$ cat src/rtl/conv3x3_window_mac.sv
// 3x3 sliding-window convolution: three row taps -> 3x3 window -> 4-stage MAC pipeline
// with bias, arithmetic shift, ReLU and 8-bit saturation.
module conv3x3_window_mac #(
    parameter int P_COLS  = 150,
    parameter int P_ROWS  = 150,
    parameter int P_SHIFT = 7
) (
    input  logic        jct_i_clk,
    input  logic        jct_i_rst,
    input  logic [7:0]  jct_i_d_data0,
    input  logic [7:0]  jct_i_d_data1,
    input  logic [7:0]  jct_i_d_data2,
    input  logic        jct_i_c_valid,
    input  logic        jct_i_c_wload,
    input  logic [71:0] jct_i_d_weights,
    input  logic [15:0] jct_i_d_bias,
    output logic [7:0]  jct_o_d_pixel,
    output logic        jct_o_c_valid,
    output logic        jct_o_c_frame_done,
    output logic        jct_o_c_wload_err
);
    localparam int CW = $clog2(P_COLS + 1);
    localparam int RW = $clog2(P_ROWS + 1);
    localparam logic [CW-1:0] COL_LAST = CW'(P_COLS - 1);
    localparam logic [RW-1:0] ROW_LAST = RW'(P_ROWS - 3);

    logic [CW-1:0]       col_q, col_d;
    logic [RW-1:0]       row_q, row_d;
    logic                idle, wload_ok;
    logic [7:0]          win_q [3][3];
    logic signed [7:0]   wgt_q [9];
    logic signed [15:0]  bias_q;
    logic                vld_p0_q, fd_p0_q;
    logic signed [16:0]  prod_p1_q [9];
    logic                vld_p1_q, fd_p1_q;
    logic signed [20:0]  sum_p2_q;
    logic                vld_p2_q, fd_p2_q;
    logic [7:0]          pix_p3_q;
    logic                vld_p3_q, fd_p3_q;
    logic                err_q;

    function automatic logic signed [16:0] mult(input logic [7:0] pix, input logic signed [7:0] w);
        logic signed [16:0] a;
        logic signed [16:0] b;
        a = {9'b0, pix};
        b = 17'(w);
        return a * b;
    endfunction

    function automatic logic [7:0] relu_sat(input logic signed [20:0] s);
        logic signed [20:0] v;
        v = s >>> P_SHIFT;
        if (v < 0)
            return 8'd0;
        else if (v > 21'sd255)
            return 8'hFF;
        return v[7:0];
    endfunction

    always_comb begin
        col_d = col_q;
        row_d = row_q;
        if (jct_i_c_valid) begin
            if (col_q == COL_LAST) begin
                col_d = '0;
                row_d = (row_q == ROW_LAST) ? '0 : row_q + 1'b1;
            end else begin
                col_d = col_q + 1'b1;
            end
        end
    end

    // A window already captured but not yet multiplied still needs the current kernel.
    assign idle     = (col_q == '0) && (row_q == '0) && !(vld_p0_q || vld_p1_q || vld_p2_q);
    assign wload_ok = jct_i_c_wload && idle;

    always_ff @(posedge jct_i_clk or posedge jct_i_rst) begin
        if (jct_i_rst) begin
            col_q  <= '0;
            row_q  <= '0;
            err_q  <= 1'b0;
            bias_q <= '0;
            for (int i = 0; i < 9; i++) wgt_q[i] <= '0;
        end else begin
            col_q <= col_d;
            row_q <= row_d;
            err_q <= jct_i_c_wload && !idle;
            if (wload_ok) begin
                bias_q <= $signed(jct_i_d_bias);
                for (int i = 0; i < 9; i++) wgt_q[i] <= $signed(jct_i_d_weights[i*8 +: 8]);
            end
        end
    end

    // Window capture (edge E)
    always_ff @(posedge jct_i_clk or posedge jct_i_rst) begin
        if (jct_i_rst) begin
            for (int k = 0; k < 3; k++)
                for (int j = 0; j < 3; j++) win_q[k][j] <= '0;
            vld_p0_q <= 1'b0;
            fd_p0_q  <= 1'b0;
        end else begin
            if (jct_i_c_valid) begin
                for (int k = 0; k < 3; k++) begin
                    win_q[k][0] <= win_q[k][1];
                    win_q[k][1] <= win_q[k][2];
                end
                win_q[0][2] <= jct_i_d_data1;
                win_q[1][2] <= jct_i_d_data2;
                win_q[2][2] <= jct_i_d_data0;
            end
            vld_p0_q <= jct_i_c_valid && (col_q >= CW'(2));
            fd_p0_q  <= jct_i_c_valid && (col_q == COL_LAST) && (row_q == ROW_LAST);
        end
    end

    // S1: products, S2: sum + bias, S3: shift / ReLU / saturate
    always_ff @(posedge jct_i_clk or posedge jct_i_rst) begin
        if (jct_i_rst) begin
            for (int i = 0; i < 9; i++) prod_p1_q[i] <= '0;
            sum_p2_q <= '0;
            pix_p3_q <= '0;
            vld_p1_q <= 1'b0;
            vld_p2_q <= 1'b0;
            vld_p3_q <= 1'b0;
            fd_p1_q  <= 1'b0;
            fd_p2_q  <= 1'b0;
            fd_p3_q  <= 1'b0;
        end else begin
            for (int k = 0; k < 3; k++)
                for (int j = 0; j < 3; j++)
                    prod_p1_q[k*3+j] <= mult(win_q[k][j], wgt_q[k*3+j]);
            sum_p2_q <= 21'(bias_q) + 21'(prod_p1_q[0]) + 21'(prod_p1_q[1]) + 21'(prod_p1_q[2])
                      + 21'(prod_p1_q[3]) + 21'(prod_p1_q[4]) + 21'(prod_p1_q[5])
                      + 21'(prod_p1_q[6]) + 21'(prod_p1_q[7]) + 21'(prod_p1_q[8]);
            pix_p3_q <= relu_sat(sum_p2_q);
            vld_p1_q <= vld_p0_q;
            vld_p2_q <= vld_p1_q;
            vld_p3_q <= vld_p2_q;
            fd_p1_q  <= fd_p0_q;
            fd_p2_q  <= fd_p1_q;
            fd_p3_q  <= fd_p2_q;
        end
    end

    assign jct_o_d_pixel      = pix_p3_q;
    assign jct_o_c_valid      = vld_p3_q;
    assign jct_o_c_frame_done = fd_p3_q;
    assign jct_o_c_wload_err  = err_q;

endmodule

$ cat config.mk
export PLATFORM = sky130hd
export DESIGN_NAME = conv3x3_window_mac
export DESIGN_NICKNAME = d
export VERILOG_FILES = /design/src/rtl/conv3x3_window_mac.sv
export SDC_FILE = /design/constraint.sdc
export NUM_CORES = 2
export LEC_CHECK = 0
export CORE_UTILIZATION = 40
export DETAILED_ROUTE_END_ITERATION = 16
export PLACE_DENSITY = 0.6
export SYNTH_ARGS = -nofsm -noshare
export SYNTH_HDL_FRONTEND = slang
export SYNTH_SLANG_ARGS = --single-unit
$ cat constraint.sdc
create_clock -name jct_i_clk -period 21.3 [get_ports jct_i_clk]
set_input_delay 2.13 -clock jct_i_clk [delete_from_list [all_inputs] [get_ports jct_i_clk]]
set_output_delay 2.13 -clock jct_i_clk [all_outputs]
set_load 0.1 [all_outputs]
# Word-level counts from Yosys, hierarchy flattened
# Cells that the tools add are included.
[totals]
regBits = 367
inputBits = 116
out_inout_bits = 11
word_cells = 87
[op_classes]
addsub = 11
n_mul = 9
n_lt_le_gt_ge = 3
n_eq_ne = 2
n_mux = 7
n_reduce_logical = 14
[op_table]
columns = ["op", "count"]
rows = [
  ["$mul A9 B8 Y17", 9],
  ["$add A21 B17 Y21", 5],
  ["$mux W8", 5],
  ["$add A20 B17 Y21", 1],
  ["$add A19 B17 Y20", 1],
  ["$add A18 B17 Y19", 1],
  ["$add A16 B17 Y18", 1],
  ["$add A8 B1 Y8 const B", 2],
  ["$eq A8 B8 Y1 const B", 2],
  ["$logic_not A8 Y1", 2],
  ["$gt A14 B9 Y1 const B", 1],
  ["$lt A14 B1 Y1 const B", 1],
  ["$ge A8 B2 Y1 const B", 1],
  ["$logic_and A1 B1 Y1", 7],
  ["$logic_not A1 Y1", 2],
  ["$logic_or A1 B1 Y1", 2],
  ["$mux W1", 2],
  ["$reduce_and A2 Y1", 1],
]

# Longest topological paths before layout
[logic_depth]
word_depth = 9
mapped_depth = 19
depth_no_buf = 19

# Least setup slack after synthesis
# No wires, ideal clock.
[synth_path]
kind = "register -> register"
from = "register prod_p1_q[97] (netlist bit)"
to = "register sum_p2_q[19]"
setup_ns = 0.094
t_arrival_ns = 4.423
required_ns = 21.206
path_slack_ns = 16.784
path_stages_with_launch = 18
path_buffers = 0
synth_period_minus_slack_ns = 4.516
path_cell_list = "dfrtp_1 > fa_1 > inv_1 > fa_1 > inv_1 > fa_1 > fa_1 > inv_1 > fa_1 > inv_1 > ha_1 > and3_1 > and3_1 > and3_1 > o31ai_2 > a21boi_4 > o21ai_2 > a221oi_2"
[synth_via]
elab_chain_len = 6
[synth_rtl]
columns = ["item", "line", "text"]
rows = [
  ["start: declaration", "34", "logic signed [16:0] prod_p1_q [9];"],
  ["start signal: indexed assignment", "132", "prod_p1_q[k*3+j] <= mult(win_q[k][j], wgt_q[k*3+j]);"],
  ["$add A20 B17 Y21", "134", "+ 21'(prod_p1_q[3]) + 21'(prod_p1_q[4]) + 21'(prod_p1_q[5])"],
  ["$add A21 B17 Y21 (2 in series)", "134", ""],
  ["$add A21 B17 Y21 (3 in series)", "135", "+ 21'(prod_p1_q[6]) + 21'(prod_p1_q[7]) + 21'(prod_p1_q[8]);"],
  ["end signal: assignment", "133", "sum_p2_q <= 21'(bias_q) + 21'(prod_p1_q[0]) + 21'(prod_p1_q[1]) + 21'(prod_p1_q[2])"],
  ["end: declaration", "36", "logic signed [20:0] sum_p2_q;"],
]
# No other way between the ends.
# A chain may end at the register's enable or synchronous reset.

# Worst setup path after layout
[layout_path]
from = "register bias_q[5]"
to = "register sum_p2_q[15]"
[layout_via]
elab_chain_len = 9
[layout_rtl]
columns = ["item", "line", "text"]
rows = [
  ["start: declaration", "32", "logic signed [15:0] bias_q;"],
  ["start signal: assignment", "89", "bias_q <= $signed(jct_i_d_bias);"],
  ["$add A16 B17 Y18", "133", ""],
  ["$add A18 B17 Y19", "133", ""],
  ["$add A19 B17 Y20", "133", ""],
  ["$add A20 B17 Y21", "134", ""],
  ["$add A21 B17 Y21 (2 in series)", "134", ""],
  ["$add A21 B17 Y21 (3 in series)", "135", ""],
]
# No other way between the ends.

==> flow_metrics.env <==
export IMPL_hold_end="jct_o_c_frame_done"
export IMPL_grt_busiest_layer="met2"
export IMPL_most_common_layout_cells="inv_1, fa_1, ha_1"
export IMPL_die_w_um=300
export IMPL_fillers=8303
export IMPL_clock_path_buffers=3
export IMPL_routedWlPerCell_um=16.9
export IMPL_drtPass1Iterations=5
export IMPL_cts_hold_fix_buffers=0
export IMPL_antenna_left=0
export IMPL_cts_tree="yes"
export IMPL_h_tree_depth=2
export IMPL_fin_util_pct=45.3
export IMPL_crit_top_cell="fa_1"
export IMPL_min_path_cells=0
export IMPL_core_um2=87300
export IMPL_crit_type="register to register"
export IMPL_grt_pass1_wl_um=132000
export IMPL_hp_class="register to register"
export IMPL_synth_nets=4385
export IMPL_pin_count=127
export IMPL_synthFlopType="dfrtp_1"
export IMPL_p_int_mw=1.28
export IMPL_place_congestion=0.849
export IMPL_switching_share_pct=25.1
export IMPL_grt_overflow_total=0
export IMPL_drt_wl_total_um=79200
export IMPL_async_flop_share_pct=100
export IMPL_slew_headroom_pct=34.3
export IMPL_ir_drop_v=0.0000591
export IMPL_regArea_um2=9010
export IMPL_synth_edf_count=0
export IMPL_cts_setup_buffers=0
export IMPL_yosys_cell_types_count=76
export IMPL_slew_viol_final=0
export IMPL_grt_start_max_net_pins=104
export IMPL_setup_viol=0
export IMPL_p_clk_share_pct=49.6
export IMPL_period_needed_ns=4.84
export IMPL_cp_required_ns=21.77
export IMPL_numCtsBuffers=44
export IMPL_yosys_warnings=0
export IMPL_dieArea_um2=89900
export IMPL_synth_top_area_share_pct=26.6
export IMPL_crit_slowest_cell="fa_1"
export IMPL_cts_sinks=360
export IMPL_post_dp_hpwl_um=64000
export IMPL_finalNonFillerCells=4673
export IMPL_synth_top_family_by_area="adder cells"
export IMPL_synth_seq_area_share_pct=25.4
export IMPL_seqPwrFrac_pct=45.6
export IMPL_clk_pin_slew_worst_paths_ns=0.06
export IMPL_num_vias=22800
export IMPL_first_iter_violations=1104
export IMPL_fin_skew_ns=0.0199
export IMPL_path_cells="inv_1, fa_1, inv_1, fa_1, fa_1, fa_1, inv_1, fa_1, inv_1, ha_1, o211ai_1, a21o_1, a21oi_2, o31ai_1, a21oi_2, nor3_1, a311o_1"
export IMPL_cts_resized=0
export IMPL_worstReg2RegStart="bias_q[5]"
export IMPL_finalPower_mw=1.71
export IMPL_avgSynthCellArea_um2=10.5
export IMPL_worstMarginPinSlew_ns=0.983
export IMPL_cts_root_buf="clkbuf_16"
export IMPL_synthAdderAreaFrac_pct=41.3
export IMPL_start_kind="register"
export IMPL_leakage_nw=20.8
export IMPL_finalSetupTns_ns=0
export IMPL_use_met1_pct=25.7
export IMPL_p_switching_mw=0.428
export IMPL_initial_core_util_pct=40.7
export IMPL_rsz0062_at_grt="false"
export IMPL_use_met2_pct=30.4
export IMPL_drive_gt1_share_pct=7.65
export IMPL_syn_cell_area_um2=35500
export IMPL_clkLatencyLatePin_ns=0.59
export IMPL_antenna_found_initial=3
export IMPL_hold_viol=0
export IMPL_avgViaCountPerCell=4.87
export IMPL_crit_arrival_ns=5.31
export IMPL_synth_compound_area_share_pct=5.03
export IMPL_final_common_cell="inv_1"
export IMPL_maxCapViolations=0
export IMPL_clock_fmax_ghz=0.207
export IMPL_whs_ns=0.347
export IMPL_synth_area_leaders="fa_1, dfrtp_1, ha_1"
export IMPL_multiInputGateArea_um2=23700
export IMPL_floorplan_rows=108
export IMPL_dpl_cell_count=4592
export IMPL_path_max_fanout=5
export IMPL_antenna_cells=0
export IMPL_reg2reg_depth=17
export IMPL_crit_path_end_kind="register"
export IMPL_synth_seq_cells=360
export IMPL_power_density_nw_per_um2=43.2
export IMPL_io_buffers=126
export IMPL_grt_usage_pct=18.6
export IMPL_syn_inst=3382
export IMPL_fin_crit_sh_pct=22.7
export IMPL_status="complete, no violations"
export IMPL_regToRegEndpoint="sum_p2_q[15]"
export IMPL_syn2layout_area_growth_pct=11.5
export IMPL_grtUsageMet3_pct=2.70
export IMPL_synth_area_leader_cell="fa_1"
export IMPL_critPathMaxStageDelay_ns=0.64
export IMPL_hold_start="fd_p2_q"
export IMPL_reg2reg_slack_ns=16.46
export IMPL_drc=0
export IMPL_nets=4486
export IMPL_yosys_area_share_simple_pct=12.9
export IMPL_combPwrFrac_pct=4.8
export IMPL_synth_xor_area_share_pct=2.47
export IMPL_die_height_um=300
export IMPL_synthMuxAreaShare_pct=5.10
export IMPL_grt_pass1_vias=24400
-- cells in the mapped netlist (10+ instances only) --
cell / instances
o21ai_0: 41
nand2_1: 283
clkbuf_1: 65
o211ai_1: 19
o21a_1: 10
and3_1: 11
or3_1: 10
nor2b_1: 19
fa_1: 472
and2_1: 293
xor2_1: 23
a21o_1: 18
xnor2_1: 77
inv_1: 656
nor3_1: 38
mux2_2: 157
nand2b_1: 67
dfrtp_1: 360
nor2_1: 109
a21oi_1: 63
nand3_1: 13
ha_1: 415
-- logic make-up after synthesis --
logic type,count (synthesis)
buf+inv,733
simple gates,887
compound gates,254
fa+ha+maj,887
flops,360
xor+xnor,100
mux,161
-- worst max-delay path by stage --
stage | startpoint | endpoint | cells past startpoint
final | bias_q[5] | sum_p2_q[15] | 17
after global routing | bias_q[5] | sum_p2_q[15] | 17
after floorplan | jct_i_rst | bias_q[0] | 1
after CTS | bias_q[5] | sum_p2_q[15] | 17
after global placement | jct_i_rst | jct_o_d_pixel[1] | 4
after detailed placement | jct_i_rst | jct_o_d_pixel[1] | 4
-- cell type report --
class / count / area share (%)
multi-input combinational: 2289 / 59.9
sequential: 360 / 22.8
inverter: 656 / 6.24
tap: 1155 / 3.65
timing repair buffer: 132 / 3.30
clock buffer: 59 / 3.26
clock inverter: 22 / 0.873
-- per-stage QoR --
stage	setup WS [ns]	cell area (µm²)
2_1_floorplan	9.18	35500
3_3_place_gp	16.23	37900
3_5_place_dp	16.23	37900
4_1_cts	16.47	39600
5_1_grt	16.22	39600
6_report	16.46	39600
-- registers in the layout, summed over array words and instances (netlist names), 8 cells and up --
name,count
prod_p1_q,153
wgt_q,72
win_q,72
bias_q,16
sum_p2_q,14
col_q,8
jct_o_d_pixel,8
row_q,8
-- per-layer routing --
| layer | vias up | part of all wire, % |
|---|---|---|
| met2 | 341 | 47 |
| met5 | - | 0 |
| li1 | 10800 | - |
| met4 | 0 | 2.6 |
| met3 | 100 | 4.0 |
| met1 | 11500 | 46 |
-- power groups by stage --
stage	Sequential [mW]	Combinational, mW	Clock [mW]
floorplan	0.743	0.0686	0
CTS	0.780	0.0846	0.873
finish	0.779	0.0823	0.847
detailed placement	0.792	0.0840	0
global route	0.786	0.0914	0.900
global placement	0.792	0.0832	0
-- worst max-delay path: cells and delay by family (launching register included) --
kind / cells / cell delay (ns)
buffers and inverters: 4 / 0.24
and+or+nand+nor: 1 / 0.10
DFF: 1 / 0.34
adders and majority gates: 6 / 2.86
AOI/OAI and AO/OA: 6 / 1.20
(Power assumes the default switching activity.)
